===== src/rtl/phase_accumulator_scheduler_if.sv =====
// phase_accumulator_scheduler_if: tick/config inputs, shared-adder bus and published phase outputs.
interface phase_accumulator_scheduler_if #(
    parameter int NUM_VOICES = 8,
    parameter int VOICE_W    = 3,
    parameter int PHASE_W    = 18
);
    logic                  sample_tick;
    logic [NUM_VOICES-1:0] voice_enable;
    logic                  cfg_we;
    logic                  cfg_phase_clr;
    logic [VOICE_W-1:0]    cfg_voice;
    logic [PHASE_W-1:0]    cfg_increment;
    logic                  overrun_clr;
    logic [PHASE_W-1:0]    add_a;
    logic [PHASE_W-1:0]    add_b;
    logic                  add_c_in;
    logic [PHASE_W-1:0]    add_sum;
    logic                  add_c_out;
    logic                  phase_valid;
    logic [VOICE_W-1:0]    phase_voice;
    logic [PHASE_W-1:0]    phase_out;
    logic                  phase_wrap;
    logic                  frame_done;
    logic                  busy;
    logic                  overrun;

    modport master (
        input  sample_tick, voice_enable, cfg_we, cfg_phase_clr, cfg_voice, cfg_increment,
               overrun_clr, add_sum, add_c_out,
        output add_a, add_b, add_c_in, phase_valid, phase_voice, phase_out, phase_wrap,
               frame_done, busy, overrun
    );

    modport slave (
        output sample_tick, voice_enable, cfg_we, cfg_phase_clr, cfg_voice, cfg_increment,
               overrun_clr, add_sum, add_c_out,
        input  add_a, add_b, add_c_in, phase_valid, phase_voice, phase_out, phase_wrap,
               frame_done, busy, overrun
    );
endinterface


===== src/rtl/phase_accumulator_scheduler.sv =====
// phase_accumulator_scheduler: steps every voice phase once per sample tick through one shared external adder.
module phase_accumulator_scheduler #(
    parameter int NUM_VOICES = 8,
    parameter int VOICE_W    = 3,
    parameter int PHASE_W    = 18
) (
    input logic clk,
    input logic reset_n,
    phase_accumulator_scheduler_if.master bus
);
    typedef enum logic {IDLE, RUN} state_t;

    state_t             state, state_n;
    logic [VOICE_W-1:0] cnt;
    logic [PHASE_W-1:0] phase [NUM_VOICES];
    logic [PHASE_W-1:0] inc [NUM_VOICES];
    logic               run, last, en;

    always_comb begin
        run = state == RUN;
        last = cnt == VOICE_W'(NUM_VOICES - 1);
        en = run && bus.voice_enable[cnt];
        state_n = run ? (last ? IDLE : RUN) : (bus.sample_tick ? RUN : IDLE);
        bus.busy = run;
        bus.add_a = run ? phase[cnt] : '0;
        bus.add_b = en ? inc[cnt] : '0;
        bus.add_c_in = 1'b0;
    end

    always_ff @(posedge clk or negedge reset_n) begin
        if (!reset_n) begin
            state <= IDLE;
            cnt <= '0;
            bus.phase_valid <= 1'b0;
            bus.phase_voice <= '0;
            bus.phase_out <= '0;
            bus.phase_wrap <= 1'b0;
            bus.frame_done <= 1'b0;
            bus.overrun <= 1'b0;
            for (int i = 0; i < NUM_VOICES; i++) begin
                phase[i] <= '0;
                inc[i] <= '0;
            end
        end else begin
            state <= state_n;
            cnt <= (run && !last) ? cnt + 1'b1 : '0;
            bus.phase_valid <= en;
            if (en) begin
                bus.phase_out <= bus.add_sum;
                bus.phase_voice <= cnt;
                bus.phase_wrap <= bus.add_c_out;
            end
            bus.frame_done <= run && last;
            bus.overrun <= (run && bus.sample_tick) || (bus.overrun && !bus.overrun_clr);
            // A disabled voice adds 0, so writing add_sum back leaves its phase unchanged; a clear wins over the update.
            for (int i = 0; i < NUM_VOICES; i++) begin
                if (run && cnt == VOICE_W'(i))
                    phase[i] <= bus.add_sum;
                if (bus.cfg_phase_clr && bus.cfg_voice == VOICE_W'(i))
                    phase[i] <= '0;
                if (bus.cfg_we && bus.cfg_voice == VOICE_W'(i))
                    inc[i] <= bus.cfg_increment;
            end
        end
    end
endmodule


===== src/flat_wrapper.sv =====
// flat-port wrapper written by rule: the top's interface ports become plain ports
module phase_accumulator_scheduler_flat 
#(
    parameter int NUM_VOICES = 8,
    parameter int VOICE_W    = 3,
    parameter int PHASE_W    = 18
)
  (clk, reset_n, bus_sample_tick, bus_voice_enable, bus_cfg_we, bus_cfg_phase_clr, bus_cfg_voice, bus_cfg_increment, bus_overrun_clr, bus_add_sum, bus_add_c_out, bus_add_a, bus_add_b, bus_add_c_in, bus_phase_valid, bus_phase_voice, bus_phase_out, bus_phase_wrap, bus_frame_done, bus_busy, bus_overrun);
  phase_accumulator_scheduler_if #(.NUM_VOICES(NUM_VOICES), .VOICE_W(VOICE_W), .PHASE_W(PHASE_W)) bus_i ();
  input logic clk;
  input logic reset_n;
  input wire logic [$bits(bus_i.sample_tick)-1:0] bus_sample_tick;
  input wire logic [$bits(bus_i.voice_enable)-1:0] bus_voice_enable;
  input wire logic [$bits(bus_i.cfg_we)-1:0] bus_cfg_we;
  input wire logic [$bits(bus_i.cfg_phase_clr)-1:0] bus_cfg_phase_clr;
  input wire logic [$bits(bus_i.cfg_voice)-1:0] bus_cfg_voice;
  input wire logic [$bits(bus_i.cfg_increment)-1:0] bus_cfg_increment;
  input wire logic [$bits(bus_i.overrun_clr)-1:0] bus_overrun_clr;
  input wire logic [$bits(bus_i.add_sum)-1:0] bus_add_sum;
  input wire logic [$bits(bus_i.add_c_out)-1:0] bus_add_c_out;
  output wire logic [$bits(bus_i.add_a)-1:0] bus_add_a;
  output wire logic [$bits(bus_i.add_b)-1:0] bus_add_b;
  output wire logic [$bits(bus_i.add_c_in)-1:0] bus_add_c_in;
  output wire logic [$bits(bus_i.phase_valid)-1:0] bus_phase_valid;
  output wire logic [$bits(bus_i.phase_voice)-1:0] bus_phase_voice;
  output wire logic [$bits(bus_i.phase_out)-1:0] bus_phase_out;
  output wire logic [$bits(bus_i.phase_wrap)-1:0] bus_phase_wrap;
  output wire logic [$bits(bus_i.frame_done)-1:0] bus_frame_done;
  output wire logic [$bits(bus_i.busy)-1:0] bus_busy;
  output wire logic [$bits(bus_i.overrun)-1:0] bus_overrun;
  assign bus_i.sample_tick = bus_sample_tick;
  assign bus_i.voice_enable = bus_voice_enable;
  assign bus_i.cfg_we = bus_cfg_we;
  assign bus_i.cfg_phase_clr = bus_cfg_phase_clr;
  assign bus_i.cfg_voice = bus_cfg_voice;
  assign bus_i.cfg_increment = bus_cfg_increment;
  assign bus_i.overrun_clr = bus_overrun_clr;
  assign bus_i.add_sum = bus_add_sum;
  assign bus_i.add_c_out = bus_add_c_out;
  assign bus_add_a = bus_i.add_a;
  assign bus_add_b = bus_i.add_b;
  assign bus_add_c_in = bus_i.add_c_in;
  assign bus_phase_valid = bus_i.phase_valid;
  assign bus_phase_voice = bus_i.phase_voice;
  assign bus_phase_out = bus_i.phase_out;
  assign bus_phase_wrap = bus_i.phase_wrap;
  assign bus_frame_done = bus_i.frame_done;
  assign bus_busy = bus_i.busy;
  assign bus_overrun = bus_i.overrun;
  phase_accumulator_scheduler #(.NUM_VOICES(NUM_VOICES), .VOICE_W(VOICE_W), .PHASE_W(PHASE_W)) u_core (.clk(clk), .reset_n(reset_n), .bus(bus_i));
endmodule

===== config.mk =====
export PLATFORM = sky130hd
export DESIGN_NAME = phase_accumulator_scheduler_flat
export DESIGN_NICKNAME = d
export VERILOG_FILES = /design/src/rtl/phase_accumulator_scheduler_if.sv /design/src/rtl/phase_accumulator_scheduler.sv /design/src/flat_wrapper.sv
export SDC_FILE = /design/constraint.sdc
export NUM_CORES = 1
export LEC_CHECK = 0
export ABC_AREA = 1
export BUFFER_PORTS_ARGS = -buffer_cell sky130_fd_sc_hd__buf_2
export CAP_MARGIN = 10
export CORE_MARGIN = 2
export CORE_UTILIZATION = 60
export DETAILED_ROUTE_END_ITERATION = 16
export PLACE_DENSITY = 0.8
export SLEW_MARGIN = 20
export SYNTH_ARGS = -nofsm -noshare
export SYNTH_HDL_FRONTEND = slang
export SYNTH_SLANG_ARGS = --single-unit
export TNS_END_PERCENT = 30

===== constraint.sdc =====
create_clock -name clk -period 2.42 [get_ports clk]
set_clock_uncertainty 0.15 [all_clocks]
set_input_delay 0.121 -clock clk [delete_from_list [all_inputs] [get_ports clk]]
set_output_delay 0.121 -clock clk [all_outputs]
set_load 0.01 [all_outputs]

==> impl_metrics.tcl <==
set metrics [dict create \
    ys_seq_elements 317 \
    dp_cells 2199 \
    cts_buffers 35 \
    path_max_fanout 6 \
    hpwlAfterDp_um 24400 \
    vias 14200 \
    wirelength_um 46100 \
    syn_to_final_growth_pct 19.8 \
    routabilityCongestion 0.816 \
    avgRoutedWirePerCell_um 19.8 \
    synth_area_um2 14900 \
    cts.sinks 317 \
    setup_viol 19 \
    critPathKind "reg2out" \
    synth.area.top_cells "dfrtp_1 (53%), nand2_1 (14%), o21ai_0 (10%)" \
    syn-num-nets 1892 \
    dieArea_um2 26100 \
    synth_area_leader_cell "dfrtp_1" \
    firstDrtPassIters 7 \
    synth_warnings 0 \
    clock_path_buffers 3 \
    clk_pin_slew_ns 0.06 \
    syn_inst 1832 \
    worst_slew_pin_slew_ns 0.791 \
    htreeDepth 2 \
    fp.coreArea_um2 24300 \
    finalCriticalPeriod_ns 2.56 \
    finalWorstSetupSlack_ns -0.141 \
    layout_common_cells "nand2_1 (553), dfrtp_1 (314), o21ai_0 (305)" \
    dpl_cell_area_um2 15800 \
    drt-vias-per-instance 6.10 \
    synth_cell_types 28 \
    grt_max_degree 83 \
    num_io_pins 117 \
    drc 0 \
    violations "negative setup slack" \
    p_leak_nw 8.85 \
    p_per_area_nw_per_um2 1440 \
    end_kind "primary output" \
    num_rows 57 \
    insertion_delay_ns 0.52 \
    fmax_ghz 0.390 \
    antenna_found_initial 3 \
    start_kind "register" \
    grt_pass1_wl_um 69200 \
    status "finished, violations left" \
    grt_pass1_vias 13400 \
    drive_above_1_share_pct 14.7 \
    relSlewSlack_pct 47.1 \
    final_cells 2325 \
    finalPower_mw 25.6 \
    fin_crit_sh_pct 106 \
    finalMaxSlewViolations 0 \
    layout_commonest_cell "nand2_1" \
    final_cell_area_um2 17800 \
    layout.nets 2034 \
    hp-class "in2async" \
    finish.utilization_pct 73.3 \
    ant_nets 0 \
    ys_seq_area_share_pct 53.3 \
    start_util_pct 61.2 \
    rsz0062_at_grt "true" \
    syn_avg_cell_area_um2 8.12 \
    critPathArrivalTime_ns 2.29 \
    die_h_um 161 \
    fill_cells 1785 \
    fin_hold_ws_ns 0.0670 \
    vdd_drop_max_mv 0.885 \
    grt_overflow 0 \
    clockRootBuffer "clkbuf_16" \
    synth_top_area_share_pct 53.3 \
    ff2ff_setup_slack_ns 0.09 \
    hold_viol 0 \
    cp.required_ns 2.15 \
    grt_use_total_pct 33.3 \
    cts_tree "yes" \
    first_iter_violations 2065 \
    max_cap_viol_count 0 \
    numPortBuffers 115 \
    die_w_um 161 \
]
[cell type report]
type                            count  area (um2)  area share (%)
Clock buffer                       54        1040            5.83
Timing Repair inverter              3        31.3           0.176
Sequential cell                   317        7940            44.5
Timing Repair Buffer              224        1900            10.7
Antenna cell                        4        10.0          0.0562
Multi-Input combinational cell   1296        6000            33.7
Clock inverter                      6        70.1           0.393
Tap cell                          324         405            2.27
Inverter                           97         423            2.37
[state kept, by name, indices dropped and copies added (netlist names)]
register	flops
u_core.cnt	3
u_core.inc	144
u_core.bus.phase_voice	3
u_core.bus.busy	1
u_core.bus.overrun	1
u_core.bus.frame_done	1
u_core.bus.phase_valid	1
u_core.bus.phase_wrap	1
u_core.bus.phase_out	18
u_core.phase	144
[logic make-up after synthesis]
group / synth area share (%)
simple gates: 22.2
fa+ha+maj: 0.505
buf+inv: 6.63
other cells: 0.0252
flops: 53.3
compound gates: 17.3
[repair_timing]
item	CTS	global route
setup endpoints to repair	35	29
buffers inserted	2	6
endpoints found under the hold margin	540	0
gates cloned	0	13
gates resized for setup	12	39
pin swaps	0	1
hold buffers	41	0
[routing by layer]
metal  global-route usage, %  vias to the layer above  share of wire (%)
met1                    44.3                     6761                 38
li1                        -                     6290                  -
met2                    54.8                      952                 47
met5                       0                        -                  0
met3                    6.34                      171                 11
met4                    12.8                        0                4.1
[where the power goes]
| group | switching (mW) | internal (mW) |
|---|---|---|
| sequential | 1.07 | 7.21 |
| combinational | 7.78 | 4.41 |
| clock | 2.11 | 3.06 |
| total | 11.0 | 14.7 |
[synthesized netlist by cell type, drive strengths merged]
master,count
ha,6
inv,96
nor2,102
buf,72
nor3,2
conb,1
dfrtp,317
nand2,569
o21ai,360
clkbuf,50
nand3,109
a21oi,109
o22ai,37
clkinv,1
or2,1
[path summary, 6_finish.rpt]
path,cells past startpoint,endpoint,from
worst max-delay path,8,bus_add_a[3],u_core.cnt[0]$_DFF_PN0_
worst min-delay path,2,u_core.phase[14]$_DFFE_PN0P_,reset_n
worst max register to register,9,u_core.phase[81]$_DFFE_PN0P_,u_core.cnt[0]$_DFF_PN0_
worst min register to register,2,u_core.inc[82]$_DFFE_PN0P_,u_core.inc[82]$_DFFE_PN0P_
max in group asynchronous,3,u_core.phase[63]$_DFFE_PN0P_,reset_n
min in group clk,4,u_core.inc[63]$_DFFE_PN0P_,bus_cfg_voice[2]
[through the flow]
step	worst slack (ns)	setup TNS [ns]
2_1_floorplan	0.474	0
3_3_place_gp	0.414	0
3_5_place_dp	0.300	0
4_1_cts	-0.00259	-0.00479
5_1_grt	-0.117	-1.57
6_report	-0.141	-0.912
[critical path: stages, from the launching register on]
cell	delay (ns)
dfrtp_4	0.54
buf_6	0.14
buf_4	0.14
buf_4	0.16
o21ai_1	0.31
o22ai_1	0.16
nand2_1	0.11
nand2_1	0.07
buf_2	0.14
Note: power is estimated with default switching activity, not from simulation.
